## config.mk

```make
export PLATFORM = sky130hd
export DESIGN_NAME = md5_candidate_gen
export DESIGN_NICKNAME = d
export VERILOG_FILES = /design/src/rtl/md5_candidate_gen.sv
export SDC_FILE = /design/constraint.sdc
export NUM_CORES = 1
export LEC_CHECK = 0
export ABC_CLOCK_PERIOD_IN_PS = 3040
export BUFFER_PORTS_ARGS = -buffer_cell sky130_fd_sc_hd__buf_2
export CAP_MARGIN = 20
export CORE_AREA = 4 4 221 223
export CTS_CLUSTER_DIAMETER = 80
export DETAILED_ROUTE_END_ITERATION = 10
export DIE_AREA = 0 0 225 227
export GPL_TIMING_DRIVEN = 1
export PLACE_DENSITY_LB_ADDON = 0.08
export SLEW_MARGIN = 20
export SYNTH_ARGS = -nofsm -noshare
export SYNTH_HDL_FRONTEND = slang
export SYNTH_SLANG_ARGS = --single-unit
```

## constraint.sdc

```tcl
create_clock -name clk -period 3.04 [get_ports clk]
set_clock_uncertainty 0.15 [all_clocks]
set_input_delay 0.76 -clock clk [delete_from_list [all_inputs] [get_ports clk]]
set_output_delay 0.76 -clock clk [all_outputs]
set_load 0.02 [all_outputs]
```

## src/rtl/md5_candidate_gen.sv

```systemverilog
// md5_candidate_gen: brute-force candidate enumerator feeding the MD5 pipeline core.
// Walks every string over CHARSET_SIZE symbols, shortest length first, one
// candidate per advancing cycle, presented right-aligned with a bit length.
module md5_candidate_gen #(
    parameter int         MAX_CHARS    = 8,
    parameter int         CHARSET_SIZE = 26,
    parameter logic [7:0] CHAR_BASE    = 8'h61,
    parameter int         COUNT_W      = 48
) (
    input  logic               clk,
    input  logic               rst_n,
    input  logic               start,
    input  logic               stop,
    input  logic               advance,
    input  logic [5:0]         min_chars,
    input  logic [5:0]         max_chars,
    output logic [447:0]       message,
    output logic [63:0]        length,
    output logic               cand_valid,
    output logic               busy,
    output logic               done,
    output logic               cfg_err,
    output logic [COUNT_W-1:0] cand_count
);

    localparam int DIG_W = (CHARSET_SIZE > 2) ? $clog2(CHARSET_SIZE) : 1;
    localparam logic [DIG_W-1:0] DIG_MAX = DIG_W'(CHARSET_SIZE - 1);

    typedef enum logic [1:0] {S_IDLE, S_RUN, S_DONE} state_t;

    state_t             state_q, state_d;
    logic [5:0]         max_q, max_d;
    logic [5:0]         len_q, len_d;
    logic [DIG_W-1:0]   dig_q [MAX_CHARS];
    logic [DIG_W-1:0]   dig_d [MAX_CHARS];
    logic [447:0]       msg_q, msg_d;
    logic [63:0]        bitlen_q, bitlen_d;
    logic               vld_q, vld_d;
    logic               err_q, err_d;
    logic [COUNT_W-1:0] cnt_q, cnt_d;

    logic [447:0]       enc;
    logic [DIG_W-1:0]   dig_inc [MAX_CHARS];
    logic               wrap;
    logic               cfg_legal;

    assign cfg_legal = (min_chars != 6'd0) && (min_chars <= max_chars) &&
                       (int'(max_chars) <= MAX_CHARS);

    // Encode the current odometer into bytes and compute its incremented value;
    // wrap flags a carry out of the most significant active digit.
    always_comb begin
        enc     = '0;
        dig_inc = dig_q;
        wrap    = 1'b1;
        for (int k = 0; k < MAX_CHARS; k++) begin
            if (k < int'(len_q)) begin
                enc[8*k +: 8] = CHAR_BASE + 8'(dig_q[k]);
                if (wrap) begin
                    if (dig_q[k] == DIG_MAX) begin
                        dig_inc[k] = '0;
                    end else begin
                        dig_inc[k] = dig_q[k] + 1'b1;
                        wrap       = 1'b0;
                    end
                end
            end
        end
    end

    // Next-state and registered-output logic; stop outranks start and advance.
    always_comb begin
        state_d  = state_q;
        max_d    = max_q;
        len_d    = len_q;
        dig_d    = dig_q;
        msg_d    = msg_q;
        bitlen_d = bitlen_q;
        vld_d    = 1'b0;
        err_d    = err_q;
        cnt_d    = cnt_q;
        case (state_q)
            S_RUN: begin
                if (stop) begin
                    state_d = S_IDLE;
                end else if (advance) begin
                    msg_d    = enc;
                    bitlen_d = {55'd0, len_q, 3'd0};
                    vld_d    = 1'b1;
                    cnt_d    = (&cnt_q) ? cnt_q : cnt_q + 1'b1;
                    if (!wrap) begin
                        dig_d = dig_inc;
                    end else if (len_q == max_q) begin
                        // Final candidate leaves on this edge together with DONE.
                        state_d = S_DONE;
                    end else begin
                        len_d = len_q + 6'd1;
                        for (int k = 0; k < MAX_CHARS; k++) dig_d[k] = '0;
                    end
                end
            end
            default: begin
                if (stop) begin
                    state_d = S_IDLE;
                end else if (start) begin
                    max_d = max_chars;
                    len_d = min_chars;
                    cnt_d = '0;
                    for (int k = 0; k < MAX_CHARS; k++) dig_d[k] = '0;
                    if (cfg_legal) begin
                        state_d = S_RUN;
                        err_d   = 1'b0;
                    end else begin
                        state_d = S_DONE;
                        err_d   = 1'b1;
                    end
                end
            end
        endcase
    end

    // State and output registers, all cleared by the asynchronous reset.
    always_ff @(posedge clk or negedge rst_n) begin
        if (!rst_n) begin
            state_q  <= S_IDLE;
            max_q    <= '0;
            len_q    <= '0;
            msg_q    <= '0;
            bitlen_q <= '0;
            vld_q    <= 1'b0;
            err_q    <= 1'b0;
            cnt_q    <= '0;
            for (int k = 0; k < MAX_CHARS; k++) dig_q[k] <= '0;
        end else begin
            state_q  <= state_d;
            max_q    <= max_d;
            len_q    <= len_d;
            msg_q    <= msg_d;
            bitlen_q <= bitlen_d;
            vld_q    <= vld_d;
            err_q    <= err_d;
            cnt_q    <= cnt_d;
            dig_q    <= dig_d;
        end
    end

    assign message    = msg_q;
    assign length     = bitlen_q;
    assign cand_valid = vld_q;
    assign busy       = (state_q == S_RUN);
    assign done       = (state_q == S_DONE);
    assign cfg_err    = err_q;
    assign cand_count = cnt_q;

endmodule

```

# Word-level counts from Yosys, hierarchy flattened
# Index checks and enable logic that the tools add are counted.
classes:
  addsub: 18
  order_cmp: 10
  n_eq_ne: 34
  muxes: 86
  n_bitwise: 2
  reduce_logical: 19
op_table:
  columns: ["op", "count"]
  rows:
  - ["48-bit 2-to-1 mux", 6]
  - ["40-bit 2-to-1 mux", 7]
  - ["5-bit 2-to-1 mux", 23]
  - ["7-bit by 5-bit adder with 8-bit output, first input constant", 8]
  - ["8-bit 2-to-1 mux", 8]
  - ["48-bit by 1-bit adder with 48-bit output, second input constant", 1]
  - ["48-bit AND reduction", 1]
  - ["3-bit by 1-bit inequality test with 1-bit output, second input constant", 15]
  - ["6-bit 2-to-1 mux", 7]
  - ["6-bit AND reduction", 7]
  - ["5-bit by 1-bit adder with 5-bit output, second input constant", 8]
  - ["5-bit equality test, second input constant", 8]
  - ["1-bit 2-to-1 mux", 27]
  - ["3-bit by 6-bit less-than comparator with 1-bit output, first input constant", 4]
  - ["2-bit 2-to-1 mux", 8]
  - ["1-bit by 6-bit less-than comparator with 1-bit output, first input constant", 2]
  - ["2-bit by 6-bit less-than comparator with 1-bit output, first input constant", 2]
  - ["5-bit AND reduction", 2]
  - ["4-bit AND reduction", 2]
  - ["6-bit by 1-bit adder with 6-bit output, second input constant", 1]
  - ["6-bit equality test", 1]
  - ["6-bit by 4-bit <= comparator with 1-bit output, second input constant", 1]
  - ["6-bit <= comparator", 1]
  - ["2-bit inequality test, second input constant", 3]
  - ["11 further kinds", 16]
totals:
  regBits: 174
  inputBits: 17
  output_inout_bits: 564
  elab_cells: 185

# Longest topological paths before layout
# Gate-level depths: netlist (run 1).
depth:
  ltp_word: 21
  mapped_depth: 11
  ltp_nobuf: 8

# Worst setup path after synthesis (run 1)
# OpenSTA, ideal clock, no wires.
synth_path:
  path_kind: "reg2reg"
  from: "register len_q[1]"
  to: "register dig_q[6] in the netlist's numbering"
  setup_time_ps: 125
  arrival_ps: 2668
  required_ps: 2765
  slack_ps: 97
  stages_incl_launch_ff: 9
  path_buffers: 1
  synth_period_minus_slack_ps: 2943
  cell_sequence: "dfrtp_1 > ha_1 > buf_2 > a2111oi_4 > nor2_2 > a2111oi_4 > a31oi_1 > o21ai_2 > mux2_2"
synth_via:
  elab_chain_cells: 20
  word_cells_on_any_way: 32
  cone_classes: "order compare: 8; eq/ne: 4; mux: 19; reduce/logical: 1"
synth_rtl:
  columns: ["item", "line_no", "source"]
  rows:
  - ["start: declaration", "33", "logic [5:0] len_q, len_d;"]
  - ["start signal: assignment", "137", "len_q <= len_d;"]
  - ["1-bit by 6-bit less-than comparator with 1-bit output", "57", "if (k < int'(len_q)) begin"]
  - ["1-bit 2-to-1 mux", "57", null]
  - ["1-bit 2-to-1 mux", "59", "if (wrap) begin"]
  - ["1-bit 2-to-1 mux", "57", null]
  - ["1-bit 2-to-1 mux", "59", null]
  - ["1-bit 2-to-1 mux", "57", null]
  - ["1-bit 2-to-1 mux", "59", null]
  - ["1-bit 2-to-1 mux", "57", null]
  - ["(+4 left out)", null, null]
  - ["1-bit 2-to-1 mux", "59", null]
  - ["1-bit 2-to-1 mux", "57", null]
  - ["1-bit 2-to-1 mux", "59", null]
  - ["1-bit 2-to-1 mux", "57", null]
  - ["40-bit 2-to-1 mux", "91", "if (!wrap) begin"]
  - ["40-bit 2-to-1 mux", "86", "end else if (advance) begin"]
  - ["40-bit 2-to-1 mux", "84", "if (stop) begin"]
  - ["40-bit 2-to-1 mux", "82", "case (state_q)"]
  - ["end signal: assignment", "143", "dig_q <= dig_d;"]
  - ["end: declaration", "34", "logic [DIG_W-1:0] dig_q [MAX_CHARS];"]
# Several ways; a longest one is shown, not always the timed one. The select of a mux whose other input is x is not followed.
# A chain may end at the register's enable or synchronous reset.

# Worst setup path in the final report (run 1)
layout_path:
  from: "register len_q[5]"
  to: "register dig_q[20] in the netlist's numbering"
# Same word-level chain as after synthesis.

==> results of run 1 <==
[power groups by stage]
stage	sequential (mW)	clock, mW	combinational (mW)
6_report	2.53	2.67	1.27
5_1_grt	2.55	2.85	1.40
4_1_cts	2.53	2.76	1.27
3_5_place_dp	2.58	0	1.27
3_3_place_gp	2.58	0	1.27
2_1_floorplan	2.68	0	1.21
[worst max-delay path by stage]
stage             start   endpoint  slack [ps]  depth (start not counted)
4_1_cts        len_q[3]  dig_q[10]          80                          7
5_1_grt        len_q[0]   dig_q[6]          50                          8
3_3_place_gp   len_q[5]  dig_q[13]         160                          7
2_1_floorplan  len_q[1]   dig_q[6]         100                          8
3_5_place_dp   len_q[3]  dig_q[10]         110                          7
6_report       len_q[5]  dig_q[20]         210                          8
[repair_timing]
action | CTS | global route
resized for setup | 0 | 2
setup buffers | 0 | 0
hold buffers | 0 | 0
hold endpoints to repair | 0 | 0
setup endpoints to repair | 0 | 6
[synth_stat cells (7+ instances only)]
| master | n |
|---|---|
| nand3_1 | 52 |
| or4_1 | 13 |
| o31ai_1 | 40 |
| and4_1 | 10 |
| nor2_1 | 44 |
| ha_1 | 25 |
| nand2_1 | 145 |
| buf_4 | 445 |
| mux2i_1 | 7 |
| clkbuf_1 | 38 |
| o22ai_1 | 9 |
| nand2b_1 | 7 |
| a21oi_1 | 50 |
| or3_1 | 25 |
| xor2_1 | 20 |
| o21ai_0 | 76 |
| nand4_1 | 23 |
| xnor2_1 | 21 |
| and3_1 | 16 |
| nor3_1 | 18 |
| dfrtp_1 | 174 |
| nor4_1 | 7 |
| inv_1 | 30 |
| a211oi_1 | 10 |
| buf_2 | 10 |
| mux2_2 | 8 |
| o41ai_1 | 9 |
| and2_1 | 9 |
[logic make-up (layout without fill, tap and decap cells)]
family                     after synthesis  in the layout
AOI/OAI and AO/OA                      263            263
xor gates and xnor gates                41             41
adders and majority gates               25             25
buffers and inverters                  527            265
DFF                                    174            174
muxes                                   15             15
other                                    1            442
and+or+nand+nor                        398            398
[registers in the layout (all words and copies together), names as in the netlist]
signal      count
message        64
cand_count     48
dig_q          40
len_q           6
length          6
max_q           6
state_q         2
cand_valid      1
cfg_err         1
[stage by stage]
stage	util	power (mW)	std cells	hold WS, ps
3_3_place_gp	0.2751	3.850	2198	300.8
5_1_grt	0.2900	6.786	2230	110.3
2_1_floorplan	-	3.892	1885	314.4
3_5_place_dp	0.2751	3.849	2198	301.0
4_1_cts	0.2899	6.568	2230	85.05
6_report	0.2900	6.469	2230	83.31
[per-layer routing]
metal / global-route usage / up-vias
li1: - / 4459
met1: 0.1919 / 4487
met2: 0.2180 / 331
met3: 0.03340 / 31
met4: 0.04150 / 2
met5: 0 / -
[cell type report]
type                            count  area share
Tap cell                          607     0.05626
Timing Repair Buffer              203     0.09147
Sequential cell                   174      0.3225
Inverter                           30    0.008341
Multi-Input combinational cell   1184      0.4703
Clock inverter                     14     0.01863
Clock buffer                       18     0.03253
[placed cells by master (no fill, tap or decap), types with 30 or more instances in the layout]
cell	instances
o31ai_1	40
inv_1	30
buf_2	137
a21oi_1	50
buf_4	61
nand3_1	52
o21ai_0	75
conb_1	442
dfrtp_1	174
nand2_1	145
nor2_1	43
==> impl_metrics.toml, run 1 <==
[yosys]
yosys.area.top_type = "dfrtp_1"
yosysUniqueCellTypes = 76
synth_xor_area_frac = 0.02828
synth_edf_count = 0
ys.warnings.count = 0
synthTopCellsByArea = "dfrtp_1, buf_4, nand2_1, o21ai_0, ha_1"
synth_simple_gate_area_share = 0.1623
netlist_area_mm2 = 0.01270
synthFlopType = "dfrtp_1"
synth_top_family_by_area = "buffers and inverters"
async_flop_share = 1.000
avgSynthCellArea_um2 = 8.793
synthCells = 1444
synth.area.mux_share = 0.01261
synth-seq-area-share = 0.3429
synth_seq_cells = 174
synthAdderAreaFrac = 0.02464
synth-compound-area-share = 0.1394
synth_top_area_share = 0.3429

[die]
die_area_mm2 = 0.05108
die_w_um = 225
num_io_pins = 581
rows = 79
die_y_um = 227
core_mm2 = 0.04656
start_util = 0.2727

[detailed_routing]
dr.pass1.iters = 5
drtIter0Drc = 422
avgRoutedWirePerCell_um = 16.69
dr_wl_met3_mm = 2.207
drc_errors = 0
via_per_inst = 4.175
wl_met1_mm = 16.68
highest_layer = "met5"
ant_nets = 0
drt_wl_total_mm = 37.21
wl_met2_mm = 17.76
vias = 9310

[sta]
finalHoldViolCount = 0
finalSetupViolCount = 0
rsz0062_at_grt = "no"
post-route-period-util = 0.9324
fin_tns_setup_ps = 0
worstMarginPinSlew_ps = 765.9
period_needed_ps = 2835
drv_slew = 0
fin_ws_ps = 205.4
max_freq_ghz = 0.3528
slew_headroom = 0.4894

[global_routing]
grt_start_max_net_pins = 67
antenna_found_initial = 2
grt_overflow = 0
grt_pass1_vias = 8626
grt_usage = 0.1392
grt_pass1_wl_mm = 54.47

[critical_path]
cpMostUsedCell = "buf_4"
critPathMaxFanout = 10
r2r_cells = 8
reg2reg_to = "dig_q[20]"
critPathTopFamily = "compound AO/OA/AOI/OAI gates"
crit_chain = "buf_4, or3_1, o21a_1, a2111o_1, o21ai_2, buf_4, o21ai_1, mux2_2"
r2r_start = "len_q[5]"
slowest_delay_ps = 490
critPathRequiredTime_ps = 3260
arrival_ps = 3050
crit_slowest_cell = "or3_1"
worstSetupEndpointType = "register"
setup.worst_path.class = "register to register"
crit_buf_inv = 2
setup.worst_path.start_class = "register"
reg2reg_setup_slack_ps = 210

[place]
io_buffers = 138
placed_area_mm2 = 0.01281
gp_congestion = 0.7751
place.detailed.hpwl_mm = 29.24
pre_cts_ws_ps = 111.4

[cells_and_area]
layout-drive-gt1-share = 0.1657
design_area_mm2 = 0.01350
final_nets = 1652
area_delta_synth_final_pct = 6.326
ff_latch_area_mm2 = 0.004354
antenna_cells = 0
n_fill_cell = 5101
multi_input_area_mm2 = 0.006349

[power]
power_frac_comb = 0.197
ir_worst_vdd_v = 0.0003397
sw_frac_of_total = 0.3378
cellLeakagePower_nw = 6.768
power_density_mw_per_mm2 = 479.2
seq_power_share = 0.391
internal-power_mw = 4.284
p_sw_mw = 2.185
p_clk_frac = 0.412

[clock_tree]
cts_tree = "done"
cts_buffer_depth = 2
clkLatencyLatePin_ps = 490
cts_max_level = 4
cts_root_buf = "clkbuf_16"
clock_sinks = 174
path_clk_slew_ps = 70
cts-buffers-inserted = 17

[hold_path]
hp-class = "input port to async pin"

[outcome]
status = "complete, no violations"

[job]
maxCapViolCount = 0
(Power assumes the default switching activity.)
==> run 2, diff against run 1 <==
--- a/config.mk
+++ b/config.mk
@@ -5,13 +5,13 @@
 export SDC_FILE = /design/constraint.sdc
 export NUM_CORES = 1
 export LEC_CHECK = 0
-export ABC_CLOCK_PERIOD_IN_PS = 3040
+export ABC_CLOCK_PERIOD_IN_PS = 2900
 export BUFFER_PORTS_ARGS = -buffer_cell sky130_fd_sc_hd__buf_2
 export CAP_MARGIN = 20
-export CORE_AREA = 4 4 221 223
+export CORE_AREA = 4 4 224 226
 export CTS_CLUSTER_DIAMETER = 80
 export DETAILED_ROUTE_END_ITERATION = 10
-export DIE_AREA = 0 0 225 227
+export DIE_AREA = 0 0 228 230
 export GPL_TIMING_DRIVEN = 1
 export PLACE_DENSITY_LB_ADDON = 0.08
 export SLEW_MARGIN = 20
==> constraint.sdc (replaced) <==
create_clock -name clk -period 2.9 [get_ports clk]
set_clock_uncertainty 0.15 [all_clocks]
set_input_delay 0.725 -clock clk [delete_from_list [all_inputs] [get_ports clk]]
set_output_delay 0.725 -clock clk [all_outputs]
set_load 0.02 [all_outputs]
==> run 2 against run 1 <==
- final cell count up 2.4%
- maximum frequency up 3.3%
- cell area up 1.9%
- non-clock buffer count up 41
- global-route usage down 0.39 points
- routed wire length up 0.25%
- via count up 1.2%
- sequential power up 5%
- worst setup slack worse by 51 ps
==> impl_metrics.toml, run 2 (same netlist as run 1, synthesis figures left out) <==
[cells_and_area]
largest_reg_flops = 64
area_delta_synth_final_pct = 8.317
layout_commonest_cell = "conb_1"
final_cell_mix = "conb_1, dfrtp_1, nand2_1, buf_2, buf_4"
n_fill_cell = 5260
final_nets = 1693
layout-drive-gt1-share = 0.1829
ff_latch_area_mm2 = 0.004354
multi_input_area_mm2 = 0.006385
post-route-util = 0.2845
finalNonFillerCells = 2284
antenna_cells = 0
design_area_mm2 = 0.01375

[power]
ir_worst_vdd_v = 0.0004049
cellLeakagePower_nw = 6.916
power_mw = 6.338
power_density_mw_per_mm2 = 460.8

[global_routing]
grt_overflow = 0
grt_usage = 0.1353
antenna_found_initial = 2
grt_pass1_wl_mm = 55.14
grt_pass1_vias = 8761
grt_start_max_net_pins = 60

[clock_tree]
cts_buffer_depth = 2
cts_tree = "done"
cts_setup_buffers = 0
path_clk_slew_ps = 70
cts_root_buf = "clkbuf_16"
clkLatencyLatePin_ps = 480
ctsResizeCount = 0
cts-buffers-inserted = 17
cts_max_level = 4
cts_hold_buf = 0
clock_sinks = 174

[outcome]
status = "complete, no violations"

[detailed_routing]
avgRoutedWirePerCell_um = 16.33
vias = 9420
drtIter0Drc = 441
drc_errors = 0
dr.pass1.iters = 5
via_per_inst = 4.124
ant_nets = 0
drt_wl_total_mm = 37.30

[sta]
finalSetupViolCount = 0
post-route-period-util = 0.9467
drv_slew = 0
finalHoldViolCount = 0
fin_ws_ps = 154.7
worstMarginPinSlew_ps = 699.4
period_needed_ps = 2745
max_freq_ghz = 0.3643
rsz0062_at_grt = "yes"
slew_headroom = 0.5338

[job]
maxCapViolCount = 0

[die]
num_io_pins = 581
die_area_mm2 = 0.05244
rows = 81
start_util = 0.2626
core_mm2 = 0.04834
die_w_um = 228
die_y_um = 230

[critical_path]
worstSetupEndpointType = "register"
reg2reg_setup_slack_ps = 150
setup.worst_path.start_class = "register"
r2r_start = "len_q[5]"
critPathRequiredTime_ps = 3110
arrival_ps = 2960
r2r_cells = 7
setup.worst_path.class = "register to register"
crit_chain = "buf_4, or3_1, o21a_1, a2111oi_4, a31oi_2, o21ai_2, mux2_2"
reg2reg_to = "dig_q[6]"
critPathTopFamily = "compound AO/OA/AOI/OAI gates"
crit_buf_inv = 1
slowest_delay_ps = 430
critPathMaxFanout = 9
crit_slowest_cell = "or3_1"

[place]
gp_congestion = 0.7901
place.detailed.hpwl_mm = 29.05
dp_cells = 2254
pre_cts_ws_ps = 110.1
io_buffers = 138
placed_area_mm2 = 0.01316

[hold_path]
hp-class = "input port to async pin"
[run 2: changes by cell type in the layout (fill, tap and decap cells not counted), sizes merged]
cell	previous run	this run
buf	203	244
clkbuf	18	24
inv	35	31
bufinv	6	2
[run 2: worst reg2reg max path: stages, from the launching register on]
cell	delay [ps]
dfrtp_1	380
buf_4	180
or3_1	440
o21a_1	290
a2111oi_4	400
a31oi_2	250
o21ai_2	180
mux2_2	370
[run 2: cell type report]
class	count	area share
Clock inverter	6	0.006277
Multi-Input combinational cell	1184	0.4642
Inverter	30	0.008188
Clock buffer	24	0.03357
Sequential cell	174	0.3166
Tap cell	622	0.05659
Timing Repair Buffer	244	0.1145
[run 2: per-stage QoR]
step | hold WS (ps) | setup TNS (ps)
floorplan | 279.4 | 0
global placement | 299.2 | 0
detailed placement | 310.3 | 0
CTS | 75.87 | 0
global route | 106.4 | -161.5
finish | 96.07 | 0
[run 2: worst max path at each step]
stage	startpoint	to	slack, ps	cells after the start
6_report	len_q[5]	dig_q[6]	150	7
2_1_floorplan	len_q[1]	dig_q[6]	10	8
3_3_place_gp	len_q[4]	len_q[1]	170	8
5_1_grt	len_q[4]	dig_q[22]	-40	9
4_1_cts	state_q[1]	busy	20	4
3_5_place_dp	len_q[4]	len_q[1]	110	8
[run 2: power breakdown]
part,leakage (nW),internal (mW),total (mW),switching [mW]
Combinational,4.28,0.304,1.37,1.06
Clock,0.265,1.28,2.32,1.04
Sequential,2.38,2.56,2.65,0.0885
Total,6.92,4.14,6.34,2.19
[run 2: layer usage]
metal | GRT usage | part of all wire | vias up
met2 | 0.2186 | 0.49 | 301
met3 | 0.03642 | 0.062 | 30
met4 | 0.03770 | 0.013 | 2
met5 | 0 | 0.00035 | -
met1 | 0.1788 | 0.44 | 4539
li1 | - | - | 4548
==> run 3, diff against run 2 <==
--- a/config.mk
+++ b/config.mk
@@ -6,12 +6,12 @@
 export NUM_CORES = 1
 export LEC_CHECK = 0
 export ABC_CLOCK_PERIOD_IN_PS = 2900
-export BUFFER_PORTS_ARGS = -buffer_cell sky130_fd_sc_hd__buf_2
 export CAP_MARGIN = 20
-export CORE_AREA = 4 4 224 226
+export CORE_AREA = 4 4 226 228
 export CTS_CLUSTER_DIAMETER = 80
 export DETAILED_ROUTE_END_ITERATION = 10
-export DIE_AREA = 0 0 228 230
+export DIE_AREA = 0 0 230 232
+export DONT_BUFFER_PORTS = 1
 export GPL_TIMING_DRIVEN = 1
 export PLACE_DENSITY_LB_ADDON = 0.08
 export SLEW_MARGIN = 20
==> run 3 against run 2 <==
- the run now ends with hold timing left
- via count is 4.1% lower
- critical path type unchanged
- final cell count is 3.3% lower
- total power is 0.68% lower
- count of clock-buffer cells in the layout is 7 lower
- global-route usage is 0.20 points lower
- maximum frequency is 2.8% lower
- critical path depth stayed put
==> impl_metrics.toml, run 3 (same netlist as run 1, synthesis figures left out) <==
[power]
cellLeakagePower_nw = 6.316
power_mw = 6.295
power_density_mw_per_mm2 = 474.5
ir_worst_vdd_v = 0.0003777
internal-power_mw = 3.990
seq_power_share = 0.448
sw_frac_of_total = 0.3661
p_clk_frac = 0.390
p_sw_mw = 2.304
power_frac_comb = 0.162

[die]
die_w_um = 230
die_y_um = 232
start_util = 0.2599
num_io_pins = 581
core_mm2 = 0.04885
rows = 81
die_area_mm2 = 0.05336

[global_routing]
grt_start_max_net_pins = 175
grt_overflow = 0
grt_pass1_wl_mm = 54.23
grt_usage = 0.1333
grt_pass1_vias = 8228
antenna_found_initial = 0

[cells_and_area]
n_fill_cell = 5328
layout-drive-gt1-share = 0.1250
multi_input_area_mm2 = 0.006401
final_cell_mix = "conb_1, dfrtp_1, nand2_1, buf_4, o21ai_0"
largest_reg_flops = 64
ff_latch_area_mm2 = 0.004354
area_delta_synth_final_pct = 4.474
layout_commonest_cell = "conb_1"
post-route-util = 0.2716
final_nets = 1573
antenna_cells = 0

[sta]
max_freq_ghz = 0.3541
finalSetupViolCount = 0
finalHoldViolCount = 174
worstMarginPinSlew_ps = 769.1
fin_hold_ws_ps = -199.2
drv_slew = 0
post-route-period-util = 0.9738
fin_ws_ps = 76.09
rsz0062_at_grt = "yes"
period_needed_ps = 2824
slew_headroom = 0.4873

[place]
io_buffers = 0
place.detailed.hpwl_mm = 29.01
gp_congestion = 0.7888
pre_cts_ws_ps = 46.89

[detailed_routing]
wl_met1_mm = 16.43
dr_wl_met3_mm = 2.778
wl_met2_mm = 18.28
drtIter0Drc = 382
avgRoutedWirePerCell_um = 17.16
ant_nets = 0
highest_layer = "met4"
drc_errors = 0
drt_wl_total_mm = 37.90
via_per_inst = 4.091
dr.pass1.iters = 5
vias = 9033

[critical_path]
setup.worst_path.start_class = "register"
arrival_ps = 3050
setup.worst_path.class = "register to register"
critPathRequiredTime_ps = 3130
critPathMaxFanout = 6
worstSetupEndpointType = "register"

[clock_tree]
clock_sinks = 174
cts_buffer_depth = 2
cts_tree = "done"
path_clk_slew_ps = 80
cts_root_buf = "clkbuf_16"
cts_max_level = 4
cts-buffers-inserted = 17
clkLatencyLatePin_ps = 490

[job]
maxCapViolCount = 0

[outcome]
violations = "hold timing"
status = "finished, violations left"

[hold_path]
hp-class = "input port to async pin"
run 3: power by group through the flow:
stage	clock network (mW)	registers [mW]	logic, mW
2_1_floorplan	0	2.81	1.27
3_3_place_gp	0	2.88	0.991
3_5_place_dp	0	2.88	0.990
4_1_cts	2.58	2.83	0.991
5_1_grt	2.67	2.85	1.10
6_report	2.46	2.82	1.02
run 3: metrics by stage:
stage                     area (um^2)  setup TNS, ps  hold slack (ps)  cells
after floorplan                 14350              0            279.4   1885
after global routing            13270         -36.81           -249.7   2208
final                           13270              0           -199.2   2208
after CTS                       13170              0           -253.2   2204
after detailed placement        12570              0            304.5   2172
after global placement          12570              0            303.9   2172
run 3: layout make-up:
class / count / share of cell area
clock inverters: 15 / 0.01321
multi-input cells: 1184 / 0.4826
flip-flops and latches: 174 / 0.3282
clock buffers: 17 / 0.03207
repair buffers: 124 / 0.07282
well taps: 664 / 0.06263
inverters: 30 / 0.008489
run 3: worst paths after layout:
check	from	to	slack, ps	cells after the start
worst min register to register	max_q[3]	max_q[3]	360	2
max in group asynchronous	rst_n	dig_q[7]	2480	0
min in group clk	stop	state_q[0]	150	1
worst max register to register	len_q[5]	dig_q[20]	80	7
worst max-delay path	len_q[5]	dig_q[20]	80	7
worst min-delay path	rst_n	message[11]	-200	0
run 3: repair_timing:
action / CTS / global route
hold endpoints to repair: 174 / 174
setup buffers: 0 / 4
setup endpoints to repair: 0 / 23
gates resized for setup: 0 / 13
run 3: metal layers:
layer,global-route usage,up-vias
met5,0,-
li1,-,4297
met2,0.2185,329
met1,0.1732,4388
met3,0.04183,19
met4,0.02911,0
run 3: worst max-delay path, cell delays in order (launching register included):
cell,delay (ps)
dfrtp_1,400
buf_4,170
or3_4,400
o21a_4,220
a2111oi_4,480
a21oi_1,350
and3_1,290
mux2_2,250
